==> config.mk <==
export PLATFORM = sky130hd
export DESIGN_NAME = pe_mac_sequencer
export DESIGN_NICKNAME = d
export VERILOG_FILES = /design/src/rtl/pe_mac_sequencer.sv
export SDC_FILE = /design/constraint.sdc
export NUM_CORES = 1
export LEC_CHECK = 0
export BUFFER_PORTS_ARGS = -buffer_cell sky130_fd_sc_hd__buf_2
export CAP_MARGIN = 10
export CORE_MARGIN = 1
export CORE_UTILIZATION = 54
export DETAILED_ROUTE_END_ITERATION = 8
export PLACE_DENSITY = 0.87
export SKIP_LAST_GASP = 1
export SYNTH_ARGS = -nofsm -noshare
export SYNTH_HDL_FRONTEND = slang
export SYNTH_SLANG_ARGS = --single-unit
export TNS_END_PERCENT = 100
==> constraint.sdc <==
create_clock -name clk -period 3.4 [get_ports clk]
set_clock_uncertainty 0.05 [all_clocks]
set_input_delay 0.34 -clock clk [delete_from_list [all_inputs] [get_ports clk]]
set_output_delay 0.34 -clock clk [all_outputs]
set_load 0.01 [all_outputs]
==> src/rtl/pe_mac_sequencer.sv <==
// -----------------------------------------------------------------------------
// pe_mac_sequencer
// Sequences the PE's shared unsigned multiplier through one 1-D convolution
// row. It walks the filter and ifmap scratchpads tap by tap, feeds each operand
// pair to the multiplier, accumulates the products onto an incoming partial
// sum, and returns the finished psum over a valid/ready handshake.
//
// Optional feature macro: PE_ZERO_GATE_EN
//   When defined, accumulate cycles whose ifmap operand is zero are gated:
//   the operands are forced to 0, the accumulator is not written and
//   zero_skips counts the skipped taps (saturating). When undefined, no
//   gating takes place and zero_skips is tied to 0.
//
// Ports:
//   clk, reset            rising-edge clock, asynchronous active-high reset
//   start                 one-cycle request, honoured only while idle
//   filt_len              number of taps n (sampled on accepted start)
//   ifmap_base            ifmap start address (sampled on accepted start)
//   psum_in               initial accumulator value (sampled on accepted start)
//   busy                  high whenever the sequencer is not idle
//   filt_rd_en/addr       filter spad read strobe / address
//   ifmap_rd_en/addr      ifmap spad read strobe / address (wraps)
//   filt_data/ifmap_data  spad read data, valid one cycle after the strobe
//   mult_in1/mult_in2     multiplier operands (filter, ifmap)
//   mult_out              combinational multiplier product
//   psum_out/psum_valid   registered result and its valid flag
//   psum_ready            consumer accepts psum_out
//   zero_skips            gated taps in the current/last row
// -----------------------------------------------------------------------------
module pe_mac_sequencer #(
    parameter int DATA_WIDTH = 8,
    parameter int PSUM_WIDTH = 20,
    parameter int ADDR_WIDTH = 4
) (
    input  logic                    clk,
    input  logic                    reset,
    input  logic                    start,
    input  logic [ADDR_WIDTH-1:0]   filt_len,
    input  logic [ADDR_WIDTH-1:0]   ifmap_base,
    input  logic [PSUM_WIDTH-1:0]   psum_in,
    output logic                    busy,
    output logic                    filt_rd_en,
    output logic                    ifmap_rd_en,
    output logic [ADDR_WIDTH-1:0]   filt_addr,
    output logic [ADDR_WIDTH-1:0]   ifmap_addr,
    input  logic [DATA_WIDTH-1:0]   filt_data,
    input  logic [DATA_WIDTH-1:0]   ifmap_data,
    output logic [DATA_WIDTH-1:0]   mult_in1,
    output logic [DATA_WIDTH-1:0]   mult_in2,
    input  logic [2*DATA_WIDTH-1:0] mult_out,
    output logic [PSUM_WIDTH-1:0]   psum_out,
    output logic                    psum_valid,
    input  logic                    psum_ready,
    output logic [ADDR_WIDTH-1:0]   zero_skips
);

    typedef enum logic [1:0] {
        IDLE  = 2'd0,
        RUN   = 2'd1,
        DRAIN = 2'd2,
        DONE  = 2'd3
    } state_t;

    localparam logic [ADDR_WIDTH-1:0] ADDR_ZERO = {ADDR_WIDTH{1'b0}};
    localparam logic [ADDR_WIDTH-1:0] ADDR_ONE  = {{(ADDR_WIDTH-1){1'b0}}, 1'b1};
    localparam logic [ADDR_WIDTH-1:0] ADDR_MAX  = {ADDR_WIDTH{1'b1}};
    localparam logic [DATA_WIDTH-1:0] DATA_ZERO = {DATA_WIDTH{1'b0}};
    localparam logic [PSUM_WIDTH-1:0] PSUM_ZERO = {PSUM_WIDTH{1'b0}};

    state_t                  state;
    state_t                  next_state;
    logic [ADDR_WIDTH-1:0]   n_len;
    logic [ADDR_WIDTH-1:0]   tap;
    logic [PSUM_WIDTH-1:0]   acc;

    logic                    last_tap;
    logic                    acc_cycle;
    logic                    gate;
    logic                    acc_write;
    logic [PSUM_WIDTH-1:0]   acc_next;

    assign last_tap = (tap == (n_len - ADDR_ONE));

    // State register
    always_ff @(posedge clk or posedge reset) begin
        if (reset) begin
            state <= IDLE;
        end else begin
            state <= next_state;
        end
    end

    // Next-state logic
    always_comb begin
        next_state = state;
        case (state)
            IDLE: begin
                if (start) begin
                    next_state = (filt_len != ADDR_ZERO) ? RUN : DONE;
                end else begin
                    next_state = IDLE;
                end
            end
            RUN: begin
                if (last_tap) begin
                    next_state = DRAIN;
                end else begin
                    next_state = RUN;
                end
            end
            DRAIN: begin
                next_state = DONE;
            end
            DONE: begin
                if (psum_valid && psum_ready) begin
                    next_state = IDLE;
                end else begin
                    next_state = DONE;
                end
            end
            default: begin
                next_state = IDLE;
            end
        endcase
    end

    // Accumulate-cycle decode, zero gating and multiplier operand drive.
    // Data read on tap k arrives one cycle later, so the accumulate step lags
    // the read by one cycle: RUN taps 1..n-1 plus the DRAIN cycle.
    always_comb begin
        acc_cycle = 1'b0;
        case (state)
            RUN:     acc_cycle = (tap != ADDR_ZERO);
            DRAIN:   acc_cycle = 1'b1;
            default: acc_cycle = 1'b0;
        endcase
`ifdef PE_ZERO_GATE_EN
        gate = acc_cycle && (ifmap_data == DATA_ZERO);
`else
        gate = 1'b0;
`endif
        acc_write = acc_cycle && !gate;
        if (acc_write) begin
            mult_in1 = filt_data;
            mult_in2 = ifmap_data;
            acc_next = acc + PSUM_WIDTH'(mult_out);
        end else begin
            mult_in1 = DATA_ZERO;
            mult_in2 = DATA_ZERO;
            acc_next = acc;
        end
    end

    // Row datapath: operand latch, tap walk, accumulator and result register
    always_ff @(posedge clk or posedge reset) begin
        if (reset) begin
            n_len       <= ADDR_ZERO;
            tap         <= ADDR_ZERO;
            acc         <= PSUM_ZERO;
            filt_rd_en  <= 1'b0;
            ifmap_rd_en <= 1'b0;
            filt_addr   <= ADDR_ZERO;
            ifmap_addr  <= ADDR_ZERO;
            psum_out    <= PSUM_ZERO;
            psum_valid  <= 1'b0;
        end else begin
            case (state)
                IDLE: begin
                    if (start) begin
                        n_len       <= filt_len;
                        tap         <= ADDR_ZERO;
                        acc         <= psum_in;
                        filt_rd_en  <= (filt_len != ADDR_ZERO);
                        ifmap_rd_en <= (filt_len != ADDR_ZERO);
                        filt_addr   <= ADDR_ZERO;
                        ifmap_addr  <= ifmap_base;
                        // An empty row completes straight away with psum_in.
                        if (filt_len == ADDR_ZERO) begin
                            psum_out   <= psum_in;
                            psum_valid <= 1'b1;
                        end else begin
                            psum_valid <= 1'b0;
                        end
                    end else begin
                        psum_valid <= 1'b0;
                    end
                end
                RUN: begin
                    acc <= acc_next;
                    if (last_tap) begin
                        filt_rd_en  <= 1'b0;
                        ifmap_rd_en <= 1'b0;
                        filt_addr   <= ADDR_ZERO;
                        ifmap_addr  <= ADDR_ZERO;
                    end else begin
                        tap         <= tap + ADDR_ONE;
                        filt_addr   <= tap + ADDR_ONE;
                        // Natural ADDR_WIDTH overflow gives the modular wrap.
                        ifmap_addr  <= ifmap_addr + ADDR_ONE;
                    end
                end
                DRAIN: begin
                    acc        <= acc_next;
                    psum_out   <= acc_next;
                    psum_valid <= 1'b1;
                end
                DONE: begin
                    if (psum_ready) begin
                        psum_valid <= 1'b0;
                    end else begin
                        psum_valid <= 1'b1;
                    end
                end
                default: begin
                    psum_valid <= 1'b0;
                end
            endcase
        end
    end

    // Busy flag, registered from the upcoming state
    always_ff @(posedge clk or posedge reset) begin
        if (reset) begin
            busy <= 1'b0;
        end else begin
            busy <= (next_state != IDLE);
        end
    end

`ifdef PE_ZERO_GATE_EN
    // Gated-tap counter: cleared on an accepted start, saturating
    always_ff @(posedge clk or posedge reset) begin
        if (reset) begin
            zero_skips <= ADDR_ZERO;
        end else if ((state == IDLE) && start) begin
            zero_skips <= ADDR_ZERO;
        end else if (gate && (zero_skips != ADDR_MAX)) begin
            zero_skips <= zero_skips + ADDR_ONE;
        end else begin
            zero_skips <= zero_skips;
        end
    end
`else
    assign zero_skips = ADDR_ZERO;
`endif

endmodule

After elaboration in Yosys (flattened, before gate mapping)

Cells that the tools add are included.

Input bits: 64
Bits in registers: 61

Equal/unequal tests: 8
Mux-type cells: 29
Reduce and logical (&&, ||, !) cells: 17
Add/subtract/negate cells: 4

Operators with widths:

| cell                                                                | count |
|---|---|
| 20-bit two-way mux                                                  | 4 |
| 20-bit case mux with 2 select lines                                 | 2 |
| 4-bit case mux with 2 select lines                                  | 3 |
| 20-bit by 16-bit adder with 20-bit output                           | 1 |
| 4-bit two-way mux                                                   | 5 |
| 8-bit two-way mux                                                   | 2 |
| 3-bit AND reduction                                                 | 3 |
| 4-bit by 1-bit adder with 4-bit output (second input constant)      | 2 |
| 2-bit two-way mux                                                   | 4 |
| 2-bit inequality test (second input constant)                       | 4 |
| 2-bit case mux with 4 select lines                                  | 1 |
| 2-bit nonzero test                                                  | 4 |
| 4-bit nonzero test                                                  | 2 |
| 2-bit AND reduction                                                 | 3 |
| 1-bit two-way mux                                                   | 5 |
| 2-bit == test (second input constant)                               | 2 |
| 4-bit == test                                                       | 1 |
| 4-bit zero test                                                     | 1 |
| 1-bit case mux with 2 select lines                                  | 2 |
| 4-bit by 1-bit subtractor with 4-bit output (second input constant) | 1 |
| 1-bit case mux with 3 select lines                                  | 1 |
| 3-bit nonzero test                                                  | 1 |
| 2-bit by 1-bit == test with 1-bit output (second input constant)    | 1 |
| 2-bit zero test                                                     | 1 |
| 2 further kinds                                                     | 2 |

Logic depth before layout (Yosys ltp)

Word-level depth: 5
Gate-level depth with buffers: 10
Gate-level depth less buffers: 10

Worst setup path before layout

OpenSTA, ideal clock, no wires.

Kind: flip-flop to flip-flop
Start: reg acc[0]
End: reg acc[14]
Setup slack: 1023 ps
Setup time: 139 ps
Stages on the path, launching flop included: 11
Data arrival time: 2188 ps
Path through: dfrtp_1 > ha_1 > inv_1 > fa_1 > and2b_1 > o2111ai_1 > a211o_1 > nor3b_1 > o21ai_0 > xnor2_1 > a31oi_1

Cells in the longest elaborated chain, start to end: 3

Ends and longest elaborated chain:

| what                                      | line | text |
|---|---|---|
| start, declared                           | 74   | `logic [PSUM_WIDTH-1:0] acc;` |
| start signal, assigned                    | 172  | `acc <= psum_in;` |
| start signal, assigned                    | 189  | `acc <= acc_next;` |
| start signal, assigned                    | 203  | `acc <= acc_next;` |
| 20-bit by 16-bit adder with 20-bit output | 146  | `acc_next = acc + PSUM_WIDTH'(mult_out);` |
| 20-bit two-way mux                        | 143  | `if (acc_write) begin` |
| 20-bit case mux with 2 select lines       | 167  | `case (state)` |

Every way passes these cells.
A chain may end at the register's enable or synchronous reset.

Final worst setup path

Start: reg state[0]
End: out mult_in2[0]

Cells in the longest elaborated chain, start to end: 3
Elaborated cells on any way between the ends: 4

Ends and longest elaborated chain:

| what                                                                             | line | text |
|---|---|---|
| start, declared                                                                  | 70   | `state_t state;` |
| start signal, assigned                                                           | 89   | `state <= next_state;` |
| 2-bit == test / 2-bit by 1-bit == test with 1-bit output (equally long branches) | 132  | `case (state)` |
| 1-bit case mux with 2 select lines (*)                                           | 132  |  |
| 8-bit two-way mux (*)                                                            | 143  |  |
| end, declared                                                                    | 49   | `output logic [DATA_WIDTH-1:0] mult_in2,` |

Mark *: on every way between the ends. The rest lies on a longest branch, timed or not.

==> impl_table.tex <==
\begin{tabular}{lr}
\hline
Metric & Value \\
\hline
\multicolumn{2}{l}{\textbf{STA}} \\
Rel. slew slack & 0.2894 \\
Worst-case setup margin in the final layout & 0.4126 ns \\
Peak clock frequency supported by timing & 0.3347 GHz \\
Final period utilization & 0.8786 \\
Slew Limit Fails & 0 \\
Number of setup violations in the final report & 0 \\
Number of endpoints with negative hold slack in the final report & 0 \\
Setup repair after global routing missed its margin & false \\
Hold slack & 0.1329 ns \\
Final worst path period need & 2.987 ns \\
Slew at the pin with the worst max-slew slack & 1.061 ns \\
Sum of negative setup slack & 0 ns \\
\multicolumn{2}{l}{\textbf{Floorplanning}} \\
Die X-Extent & 91.31 um \\
Core area & 7727 um\^{}2 \\
I/O pin count & 116 \\
Number of cell rows & 32 \\
Overall die height & 91.31 um \\
Die Outline Area & 8337 um\^{}2 \\
Initial Utilization & 0.5573 \\
\multicolumn{2}{l}{\textbf{Clock network}} \\
CTS tree & yes \\
Number of clock buffers inserted by TritonCTS & 9 \\
Number of levels in the clock H-tree & 3 \\
Setup repair bufs after CTS & 0 \\
Source-to-sink clock delay at the later pin of the worst-skew pair & 0.34 ns \\
Hold buffers post-CTS & 0 \\
Buffer depth of the longest clock path & 2 \\
CTS Sinks & 61 \\
Register clock-pin slew on the reported worst setup and hold paths & 0.07 ns \\
CTS root buf & clkbuf\_8 \\
Total of cells resized after clock tree synthesis & 0 \\
\multicolumn{2}{l}{\textbf{Detailed routing}} \\
Total Routed Length & 12.27 mm \\
Drc violations & 0 \\
Wire per inst & 17.16 um \\
Drt initial violations & 268 \\
Total number of vias & 4316 \\
Post-detailed-route via-to-cell ratio & 6.036 \\
Detail Route Antenna Nets & 0 \\
Detailed Routing Iterations Pass 1 & 5 \\
\multicolumn{2}{l}{\textbf{GRT}} \\
Initial antenna violation count & 0 \\
Maximum number of pins on one net before global-route repair & 43 \\
Wire length of the first global-routing pass & 19.64 mm \\
Via count of the first global-routing pass & 4086 \\
Total GRT Usage & 0.2995 \\
Remaining global-route overflow & 0 \\
\multicolumn{2}{l}{\textbf{Worst setup path}} \\
Data arrival time at the worst-slack endpoint & 2.60 ns \\
Nature of the critical path startpoint & flip-flop \\
Endpoint class of the critical path & output port \\
Kind of critical path & flip-flop to output port \\
Critical Path Fanout Max & 19 \\
Required arrival time at the worst endpoint & 3.01 ns \\
\multicolumn{2}{l}{\textbf{Layout}} \\
Layout Nets & 698 \\
Cell area after layout & 5102 um\^{}2 \\
Diode insertion count for antenna repair & 0 \\
Fraction of layout cells with a size suffix above 1 & 0.2463 \\
Layout overhead on the synthesized area & 18.48\% \\
\multicolumn{2}{l}{\textbf{Power}} \\
Leak & 2.517 nW \\
Total design power & 5.335 mW \\
Combinational share of power & 0.627 \\
Power density over the cells & 1046 nW/um\^{}2 \\
Sequential share of power & 0.250 \\
Switching power summed over all nets & 2.599 mW \\
Maximum vdd drop & 0.4654 mV \\
Int Power & 2.735 mW \\
Switching share of power & 0.4873 \\
Clock network power share & 0.123 \\
\multicolumn{2}{l}{\textbf{Synth}} \\
Synthesized area divided by synthesized cell count & 8.579 um\^{}2 \\
Mapped Area & 4307 um\^{}2 \\
Yosys top cell by area & dfrtp\_1 \\
Unique masters post-synth & 66 \\
Proportion of netlist area held by the largest area contributor & 0.3544 \\
Number of warnings reported in the yosys synthesis log & 0 \\
Cells after Synth & 502 \\
Sequential area share after synthesis & 0.3544 \\
Synthesis-stage register bit count & 61 \\
Top post-synthesis cells by area & dfrtp\_1 (35\%), ha\_1 (7.3\%), o21ai\_0 (6.7\%) \\
Asr flop ratio synth & 1.000 \\
Post-synth EDFFs & 0 \\
Most instantiated flip-flop cell in the synthesis netlist & dfrtp\_1 \\
\multicolumn{2}{l}{\textbf{Placement}} \\
Global placer's final weighted congestion & 0.9289 \\
Post-placement setup slack & 0.6594 ns \\
Count of buffers from port buffering & 111 \\
HPWL reported at the end of detailed placement & 8.974 mm \\
Instance area after placement & 4910 um\^{}2 \\
\multicolumn{2}{l}{\textbf{Run}} \\
Total of max-cap violations & 0 \\
\multicolumn{2}{l}{\textbf{Hold path}} \\
Worst min-delay path class & input pin to asynchronous set/reset pin \\
\multicolumn{2}{l}{\textbf{Outcome}} \\
Outcome & finished, final reports clean \\
\hline
\end{tabular}
## routing by layer
layer	vias to the layer above	GRT usage	share of wire	routed length (um)
met5	-	0	0	0
met4	0	0.1468	0.037	450
met3	46	0.05695	0.090	1102
met2	245	0.4975	0.48	5869
met1	2014	0.3731	0.40	4847
li1	2011	-	-	-
## Yosys cell counts, types with 2 or more instances
cell and number:
a211o_1 2, a211oi_1 6, a21boi_0 2, a21boi_1 3
a21boi_2 2, a21o_1 12, a21oi_1 46, a22o_1 3
a22oi_1 4, a31oi_1 8, a41oi_1 4, and2_1 18
and3_1 10, buf_2 3, buf_4 7, buf_6 3
clkbuf_1 15, dfrtp_1 61, ha_1 25, inv_1 21
mux2_2 5, mux2i_1 11, nand2_1 51, nand3_1 10
nand4_1 2, nor2_1 26, nor3_1 9, nor3b_1 2
o211a_1 2, o211ai_1 3, o21ai_0 58, o21ai_1 3
o21bai_1 2, o22a_1 2, o22ai_1 6, or3_1 6
xnor2_1 9, xor2_1 12
## final cells by class
type / instances / area, um^2
Tap cell: 102 / 127.6
Clock buffer: 12 / 145.1
Sequential cell: 61 / 1526
Multi-Input combinational cell: 392 / 2531
Timing Repair Buffer: 123 / 645.6
Clock inverter: 4 / 47.55
Fill cell: 633 / 2625
Inverter: 21 / 78.83
## critical path, cell delays in order, from the launching register on
cell     delay, ns
dfrtp_1       0.40
inv_1         0.08
ha_1          0.23
or4b_1        0.53
o211a_1       0.38
buf_4         0.33
and2_1        0.18
buf_2         0.13
## sequential cells by signal, indices dropped and copies added (netlist names)
signal and flops:
ifmap_rd_en 1, acc 20, n_len 4, ifmap_addr 4, psum_valid 1, state 2, tap 4, filt_addr 4
busy 1, psum_out 20
## placed cells by master, fill, tap and decap left out, types with 3 or more instances in the layout
master	netlist	layout
buf_4	7	12
dfrtp_1	61	61
mux2_2	5	5
mux2i_1	11	11
a21o_1	12	12
nand3_1	10	10
o211ai_1	3	3
o22ai_1	6	6
a22oi_1	4	4
buf_2	3	111
a21boi_1	3	3
inv_1	21	20
clkbuf_8	0	10
a211oi_1	6	6
nor2_1	26	26
and3_1	10	10
o21ai_1	3	4
xnor2_1	9	9
conb_1	1	4
a31oi_1	8	8
nor3_1	9	9
a22o_1	3	3
nand2_1	51	51
and2_1	18	18
ha_1	25	25
xor2_1	12	12
o21ai_0	58	57
a41oi_1	4	4
a21oi_1	46	46
or3_1	6	6
## power by group through the flow
stage | registers, mW | clock network [mW] | logic [mW]
after floorplan | 1.33 | 0 | 2.37
after global placement | 1.32 | 0 | 3.14
after detailed placement | 1.34 | 0 | 3.25
after CTS | 1.33 | 0.665 | 3.29
after global routing | 1.37 | 0.695 | 3.64
final | 1.33 | 0.658 | 3.34
## cell families (layout without fill, tap and decap cells)
family / Yosys count / count (layout) / share of synthesized area
AO/OA/AOI/OAI: 178 / 178 / 0.2531
AND/OR/NAND/NOR: 147 / 147 / 0.1726
flip-flops: 61 / 61 / 0.3544
buffers and inverters: 52 / 160 / 0.06043
adder cells (fa/ha/maj): 26 / 26 / 0.07728
XOR/XNOR: 21 / 21 / 0.04271
multiplexers: 16 / 16 / 0.03864
other: 1 / 4 / 0.0008708
## path summary, 6_finish.rpt
path | startpoint | endpoint | slack [ns] | cells after the start
setup / recovery | state[0]$_DFF_PP0_ | mult_in2[0] | 0.41 | 7
hold / removal | reset | psum_out[1]$_DFFE_PP0P_ | 0.13 | 2
min in group clk | psum_in[11] | acc[11]$_DFFE_PP0P_ | 0.23 | 3
setup reg to reg | acc[0]$_DFFE_PP0P_ | acc[14]$_DFFE_PP0P_ | 0.68 | 10
hold reg to reg | filt_addr[2]$_DFFE_PP0P_ | filt_addr[2]$_DFFE_PP0P_ | 0.43 | 2
max in group asynchronous | reset | psum_out[17]$_DFFE_PP0P_ | 2.34 | 3
## metrics by stage
stage / utilization / cells
after global routing: 0.6603 / 715
after global placement: 0.6354 / 699
after detailed placement: 0.6354 / 699
after CTS: 0.6603 / 715
after floorplan: - / 505
final: 0.6603 / 715
(Power assumes the default switching activity.)
